===== src/rtl/bus_record_formatter.sv =====
// bus_record_formatter
// Turns captured bus-cycle records into one ASCII text line each
// ("AAAAAAAA DDDDDDDD Rf\r\n") for a UART byte stream. A dump_done pulse
// queues a single "END\r\n" trailer, which is sent once the line in
// progress (if any) has finished. Each byte is handed over on a
// valid/ready handshake, and tx_data/tx_valid come straight from flops.

module bus_record_formatter (
  input  logic        clk,
  input  logic        reset,
  input  logic        rec_valid,
  output logic        rec_ready,
  input  logic [31:0] rec_addr,
  input  logic [31:0] rec_data,
  input  logic        rec_rw,
  input  logic [2:0]  rec_flags,
  input  logic        dump_done,
  output logic [7:0]  tx_data,
  output logic        tx_valid,
  input  logic        tx_ready,
  output logic        busy
);

  localparam logic [1:0] ST_IDLE   = 2'd0;
  localparam logic [1:0] ST_LINE   = 2'd1;
  localparam logic [1:0] ST_ENDMSG = 2'd2;

  localparam logic [4:0] LINE_LAST = 5'd21;
  localparam logic [4:0] END_LAST  = 5'd4;

  logic [1:0]  state_r;
  logic [4:0]  idx_r;
  logic        pend_r;
  logic        pend_s;
  logic [31:0] addr_r;
  logic [31:0] data_r;
  logic        rw_r;
  logic [2:0]  flags_r;
  logic        xfer_s;

  // Map a nibble to an uppercase ASCII hex digit.
  function automatic logic [7:0] hex_digit(input logic [3:0] n);
    if (n < 4'd10) begin
      return 8'h30 + {4'h0, n};
    end else begin
      return 8'h37 + {4'h0, n};
    end
  endfunction

  // Pick nibble k of a word, k = 0 being the most significant nibble.
  function automatic logic [3:0] nibble(input logic [31:0] w, input logic [2:0] k);
    logic [31:0] t;
    t = w >> {3'd7 - k, 2'b00};
    return t[3:0];
  endfunction

  // Character i of a record line.
  function automatic logic [7:0] line_char(input logic [31:0] a,
                                           input logic [31:0] d,
                                           input logic        rw,
                                           input logic [2:0]  fl,
                                           input logic [4:0]  i);
    logic [7:0] c;
    logic [2:0] j;
    // data digits sit at indices 9..16; i[2:0]-1 wraps them onto 0..7
    j = i[2:0] - 3'd1;
    if (i <= 5'd7) begin
      c = hex_digit(nibble(a, i[2:0]));
    end else if (i == 5'd8 || i == 5'd17) begin
      c = 8'h20;
    end else if (i <= 5'd16) begin
      c = hex_digit(nibble(d, j));
    end else if (i == 5'd18) begin
      c = rw ? 8'h52 : 8'h57;
    end else if (i == 5'd19) begin
      c = hex_digit({1'b0, fl});
    end else if (i == 5'd20) begin
      c = 8'h0D;
    end else if (i == 5'd21) begin
      c = 8'h0A;
    end else begin
      c = 8'h00;
    end
    return c;
  endfunction

  // Character i of the "END\r\n" trailer.
  function automatic logic [7:0] end_char(input logic [2:0] i);
    logic [7:0] c;
    case (i)
      3'd0:    c = 8'h45;
      3'd1:    c = 8'h4E;
      3'd2:    c = 8'h44;
      3'd3:    c = 8'h0D;
      3'd4:    c = 8'h0A;
      default: c = 8'h00;
    endcase
    return c;
  endfunction

  assign rec_ready = (state_r == ST_IDLE);
  assign xfer_s    = tx_valid & tx_ready;
  assign busy      = (state_r != ST_IDLE) | pend_r;

  // END-pending flag: set by any dump_done pulse, cleared when the trailer's LF goes out.
  always_comb begin
    pend_s = pend_r;
    if (state_r == ST_ENDMSG && xfer_s && idx_r == END_LAST) begin
      pend_s = dump_done;
    end else if (dump_done) begin
      pend_s = 1'b1;
    end else begin
      pend_s = pend_r;
    end
  end

  // Main sequencer: record capture, byte indexing and registered tx outputs.
  always_ff @(posedge clk) begin
    if (reset) begin
      state_r  <= ST_IDLE;
      idx_r    <= 5'd0;
      pend_r   <= 1'b0;
      addr_r   <= 32'h0;
      data_r   <= 32'h0;
      rw_r     <= 1'b0;
      flags_r  <= 3'b000;
      tx_valid <= 1'b0;
      tx_data  <= 8'h00;
    end else begin
      pend_r <= pend_s;
      case (state_r)
        ST_IDLE: begin
          if (rec_valid) begin
            // a waiting record goes ahead of a pending END
            addr_r   <= rec_addr;
            data_r   <= rec_data;
            rw_r     <= rec_rw;
            flags_r  <= rec_flags;
            idx_r    <= 5'd0;
            state_r  <= ST_LINE;
            tx_valid <= 1'b1;
            tx_data  <= line_char(rec_addr, rec_data, rec_rw, rec_flags, 5'd0);
          end else if (pend_r) begin
            idx_r    <= 5'd0;
            state_r  <= ST_ENDMSG;
            tx_valid <= 1'b1;
            tx_data  <= end_char(3'd0);
          end else begin
            tx_valid <= 1'b0;
          end
        end
        ST_LINE: begin
          if (xfer_s) begin
            if (idx_r == LINE_LAST) begin
              idx_r <= 5'd0;
              if (pend_r || dump_done) begin
                state_r  <= ST_ENDMSG;
                tx_valid <= 1'b1;
                tx_data  <= end_char(3'd0);
              end else begin
                state_r  <= ST_IDLE;
                tx_valid <= 1'b0;
                tx_data  <= 8'h00;
              end
            end else begin
              idx_r   <= idx_r + 5'd1;
              tx_data <= line_char(addr_r, data_r, rw_r, flags_r, idx_r + 5'd1);
            end
          end else begin
            idx_r <= idx_r;
          end
        end
        ST_ENDMSG: begin
          if (xfer_s) begin
            if (idx_r == END_LAST) begin
              idx_r    <= 5'd0;
              state_r  <= ST_IDLE;
              tx_valid <= 1'b0;
              tx_data  <= 8'h00;
            end else begin
              idx_r   <= idx_r + 5'd1;
              tx_data <= end_char(idx_r[2:0] + 3'd1);
            end
          end else begin
            idx_r <= idx_r;
          end
        end
        default: begin
          state_r  <= ST_IDLE;
          idx_r    <= 5'd0;
          tx_valid <= 1'b0;
          tx_data  <= 8'h00;
        end
      endcase
    end
  end

endmodule


===== config.mk =====
export PLATFORM = sky130hd
export DESIGN_NAME = bus_record_formatter
export DESIGN_NICKNAME = d
export VERILOG_FILES = /design/src/rtl/bus_record_formatter.sv
export SDC_FILE = /design/constraint.sdc
export NUM_CORES = 1
export LEC_CHECK = 0
export BUFFER_PORTS_ARGS = -buffer_cell sky130_fd_sc_hd__buf_2
export CORE_MARGIN = 5
export CORE_UTILIZATION = 45
export CTS_BUF_LIST = sky130_fd_sc_hd__clkbuf_4 sky130_fd_sc_hd__clkbuf_8 sky130_fd_sc_hd__clkbuf_16
export CTS_CLUSTER_SIZE = 20
export DETAILED_ROUTE_END_ITERATION = 12
export PLACE_DENSITY = 0.76
export SLEW_MARGIN = 20
export SYNTH_ARGS = -nofsm -noshare
export SYNTH_HDL_FRONTEND = slang
export SYNTH_SLANG_ARGS = --single-unit

===== constraint.sdc =====
create_clock -name clk -period 3.2 [get_ports clk]
set_input_delay 0.64 -clock clk [delete_from_list [all_inputs] [get_ports clk]]
set_output_delay 0.64 -clock clk [all_outputs]
set_load 0.01 [all_outputs]

Word level (Yosys, flattened, before mapping). Cells that the tools add are included.

Word-level logic and storage cells: 109. Output and inout port bits: 11. Bits of input ports: 73. Register bits: 85.

Bitwise operators: 2. Reduce and logical (&&, ||, !) cells: 12. Muxes and demuxes: 46. Add/subtract/negate cells: 13. Shifts and indexed selects: 2. Magnitude comparators: 6. Equality and inequality tests: 19.

Operators by type and width (number): $mux 8 (10); $shr 32x5->4 (2); $add 6x4->7 const A (6); $mux 7 (6); $pmux 7 s5 (1); $eq 5x5->1 const B (6); $mux 5 (6); $pmux 8 s3 (1); $pmux 5 s3 (1); $add 6x3->7 const A (2); $mux 2 (7); $lt 4x4->1 const B (3); $mux 1 (9); $mux 4 (2); $eq 3x2->1 const B (2); $ne 2x2->1 const B (3); $pmux 2 s3 (1); $sub 3x3->3 const A (2); $add 5x1->5 const B (1); $eq 5x3->1 const B (1); $eq 5x4->1 const B (1); $le 5x3->1 const B (1); $le 5x5->1 const B (1); $reduce_and 5->1 (1); other kinds (21) (24).

Logic depth before layout (Yosys ltp).
Depth after elaboration: 12. Mapped depth: 13. Gate-level depth less buffers: 11.

Worst setup path after synthesis. OpenSTA, ideal clock, no wires.

Path kind: reg-to-reg. Start: reg idx_r[1]. End: reg tx_data[2]. Period minus slack after synthesis: 3192 ps. Slack: 8 ps. Buffers on the path: 1. Data required time: 3126 ps. Setup time: 74 ps. Arrival time: 3118 ps. Cell stages (with the launch flop): 13. Cells stage by stage: dfxtp_1 ha_1 xor2_2 inv_2 buf_2 ha_1 clkinv_1 mux4_2 ha_1 a21oi_1 nor3_1 a2111o_1 a31oi_1.

Longest elaborated chain between the ends: 12. Elaborated cells on any way between the ends: 42. Classes of those cells: add/sub: 9; order compare: 4; eq/ne: 11; shift: 2; mux: 14; reduce/logical: 2.

Ends and longest elaborated chain: from (decl) (line 32) `logic [4:0] idx_r;`; from (signal assigned) (line 166) `idx_r <= idx_r + 5'd1;`; from (signal assigned) (line 170) `idx_r <= idx_r;`; from (signal assigned) (line 181) `idx_r <= idx_r + 5'd1;`; $add 5x1->5 (line 167) `tx_data <= line_char(addr_r, data_r, rw_r, flags_r, idx_r + 5'd1);`; $sub 3x1->3 (line 66) `j = i[2:0] - 3'd1;`; $sub 3x3->3 (line 53) `t = w >> {3'd7 - k, 2'b00};`; $shr 32x5->4 (line 53); $add 6x4->7 (tied with other cells) (line 46) `return 8'h37 + {4'h0, n};`; $mux 7 (line 43) `if (n < 4'd10) begin`; $mux 8 (line 71) `end else if (i <= 5'd16) begin`; $mux 8 (line 69) `end else if (i == 5'd8 || i == 5'd17) begin`; $mux 8 (line 67) `if (i <= 5'd7) begin`; $mux 8 (line 154) `if (idx_r == LINE_LAST) begin`; $mux 8 (line 153) `if (xfer_s) begin`; $pmux 8 s3 (*) (line 131) `case (state_r)`; to (signal assigned) (line 142) `tx_data <= line_char(rec_addr, rec_data, rec_rw, rec_flags, 5'd0);`; to (signal assigned) (line 159) `tx_data <= end_char(3'd0);`; to (signal assigned) (line 167); to (decl) (line 18) `output logic [7:0] tx_data,`.

Every way passes the cells marked *; elsewhere a longest branch is shown, timed or not. The select of a mux whose other input is x is not followed. A chain may end at the register's enable or synchronous reset.

Final worst setup path.
Start: reg idx_r[0]. End: reg tx_data[2].

The elaborated chain is that of the path after synthesis.

==> results.ini <==
[critical_path]
cp_data_required_time_ns=3.45
path_max_fanout=6
r2r_cells=11
path_common_cell=ha_1
r2r_setup_slack_ns=0.27
r2r_end=tx_data[2]$_SDFFE_PP0P_
cp-start-kind=flip-flop
cp_cell_sequence=ha_1 > xor2_2 > inv_2 > ha_1 > clkinv_1 > mux4_2 > ha_1 > and4b_1 > nor3_1 > a2111o_1 > a31oi_1
critPathArrivalTime_ns=3.18
timing.rr.start=idx_r[0]$_SDFFE_PP0P_
path_class=reg -> reg
crit_slowest_cell=mux4_2
max_stage_delay_ns=0.57
crit_path_end_kind=flip-flop

[sta]
setup_viol=0
hold_violations=0
min_period_over_period_pct=91.59
max_freq_mhz=341.2
slew_violations=0
finalClockSkew_ns=0.01422
setup_tns_ns=0
worstMarginPinSlew_ns=0.8605
rsz0062_at_grt=no
maxSlewHeadroom_pct=42.63
layout_min_cycle_time_ns=2.931

[power_and_ir_drop]
leakage_uw=0.002155
combPwrFrac_pct=39.4
seqPwrFrac_pct=38.4
switchingPower_uw=1415
swShare_pct=39.44
pwr_density_cell_mw_per_mm2=650.1
vdd_drop_max_mv=0.3400
p_int_uw=2173
clockPowerShare_pct=22.2

[clocking]
clk_pin_slew_ns=0.09
cts_resized=0
cts_setup_buffers=0
cts_made_buffers=9
root_buffer=clkbuf_8
cts.htree.levels=3
cts_hold_buffers=0
cts.sinks=84
cts_tree=done
cts_buffer_depth=2
clock_latency_ns=0.37

[floorplanning]
die_y_um=113.6
initial_utilization_pct=46.37
coreArea_mm2=0.01042
ios=84
dieWidth_um=113.6
num_rows=37
die-area_mm2=0.01290

[grt]
grt_pass1_wl_um=21790
antenna_found_initial=0
grt-ovfl-total=0
grt_max_degree=84
grt_pass1_vias=4512
grt_use_total_pct=20.72

[detailed_routing]
routed_wirelength_um=13450
wl_per_cell_um=16.40
drcViolationCount=0
drt_iter0_drc=495
firstDrtPassIters=6
postRouteAntennaNets=0
dr_total_vias=4710
vias_per_cell=5.744

[yosys]
postSynthAreaPerCell_um2=7.879
ys_seq_elements=84
ys_warn_count=0
synth_edf_count=0
synthCells=613
syn-cell-area_mm2=0.004830
synth-main-ff-cell=dfxtp_1
synth_cell_type_count=63
synth_nets=700
synth_top_area_share_pct=34.82
yosysTopAreaCell=dfxtp_1
ys_seq_area_share_pct=34.82
synth_async_sr_flop_share_pct=0
synth_area_leaders=dfxtp_1 35%, nand2_1 13%, a21oi_1 9.6%

[place]
numPortBuffers=82
dp_hpwl_um=9849
placed_cells=804
gp_congestion=0.9203

[finish]
fin_cells=820
syn_to_final_growth_pct=14.30
multiInputGateArea_mm2=0.002875
drive_gt1_share_pct=20.32
nFillCells=987
layout.cells.most_common_list=168 x nand2_1, 93 x a21oi_1, 83 x dfxtp_1
seqCellArea_mm2=0.001683
fin_util_pct=53.00
nets=766
layout_commonest_cell=nand2_1
diodes=0

[min_path]
min_to=data_r[24]$_SDFFE_PP0P_
min_path_cells=2
hold_path_class=reg -> reg
hp-start=data_r[24]$_SDFFE_PP0P_

[status]
status=completed

[flow_run]
drv_cap=0

[cell families after synthesis]
family	Yosys count	share of synthesized area, %
buffers and inverters	60	5.725
adders and majority gates	14	3.627
xor gates and xnor gates	7	1.425
AOI/OAI and AO/OA	169	21.06
DFF	84	34.82
muxes	37	11.68
other	1	0.07765
and+or+nand+nor	241	21.58
[power by group through the flow]
stage | clock network, uW | logic [uW] | registers [uW]
6_report | 796 | 1410 | 1380
2_1_floorplan | 0 | 1020 | 1370
5_1_grt | 852 | 1560 | 1400
3_5_place_dp | 0 | 1390 | 1400
3_3_place_gp | 0 | 1370 | 1390
4_1_cts | 808 | 1400 | 1380
[synthesized netlist by cell type, types with 5 or more instances]
library cell,number
nand2_1,169
a21oi_1,93
dfxtp_1,84
clkbuf_1,30
nor2_1,22
inv_1,17
mux2i_1,17
o21ai_0,16
mux4_2,15
ha_1,14
nand3_1,13
a31oi_1,10
o211ai_1,9
nor3b_1,8
a22oi_1,6
nand2b_1,6
mux2_2,5
nor2b_1,5
[metal layers]
metal / vias up / GRT usage [%] / part of all wire, %
met2: 186 / 32.63 / 47
met3: 28 / 3.767 / 6.3
met1: 2215 / 28.22 / 45
met5: - / 0 / 0
li1: 2281 / - / -
met4: 0 / 8.093 / 2.2
[cell type report]
cell class | instances | area share (%)
flip-flops and latches | 84 | 30.48
well taps | 136 | 3.083
repair buffers | 96 | 9.338
inverters | 19 | 1.292
clock inverters | 5 | 1.088
multi-input cells | 469 | 52.09
clock buffers | 11 | 2.629
[how the worst max path moves through the flow]
stage	start	to	slack [ns]	cells past startpoint
detailed placement	idx_r[0]$_SDFFE_PP0P_	tx_data[2]$_SDFFE_PP0P_	0.31	11
global route	idx_r[0]$_SDFFE_PP0P_	tx_data[2]$_SDFFE_PP0P_	0.13	11
global placement	idx_r[0]$_SDFFE_PP0P_	tx_data[2]$_SDFFE_PP0P_	0.42	11
floorplan	idx_r[1]$_SDFFE_PP0P_	tx_data[2]$_SDFFE_PP0P_	0.008	12
finish	idx_r[0]$_SDFFE_PP0P_	tx_data[2]$_SDFFE_PP0P_	0.27	11
CTS	idx_r[0]$_SDFFE_PP0P_	tx_data[2]$_SDFFE_PP0P_	0.29	11
[critical path: cells and delay by family, from the launching register on]
family	cells	cell delay, ns
XOR/XNOR	1	0.19
flip-flops	1	0.38
adder cells (fa/ha/maj)	3	0.76
multiplexers	1	0.57
buffers and inverters	2	0.26
AO/OA/AOI/OAI	2	0.22
AND/OR/NAND/NOR	2	0.44
[registers in the layout (all words and copies together) (netlist names)]
register	flops
addr_r	32
data_r	32
tx_data	7
idx_r	5
flags_r	3
state_r	2
pend_r	1
rw_r	1
tx_valid	1
[per-stage QoR]
step,hold WS [ns],power (uW),area [um^2],setup WS (ns)
after global placement,0.4422,2762,5315,0.4183
after global routing,0.4702,3814,5520,0.1263
after detailed placement,0.4441,2797,5315,0.3068
after CTS,0.4563,3588,5520,0.2907
after floorplan,0.4331,2395,4830,0.008087
final,0.4561,3589,5520,0.2691
(Power assumes the default switching activity.)
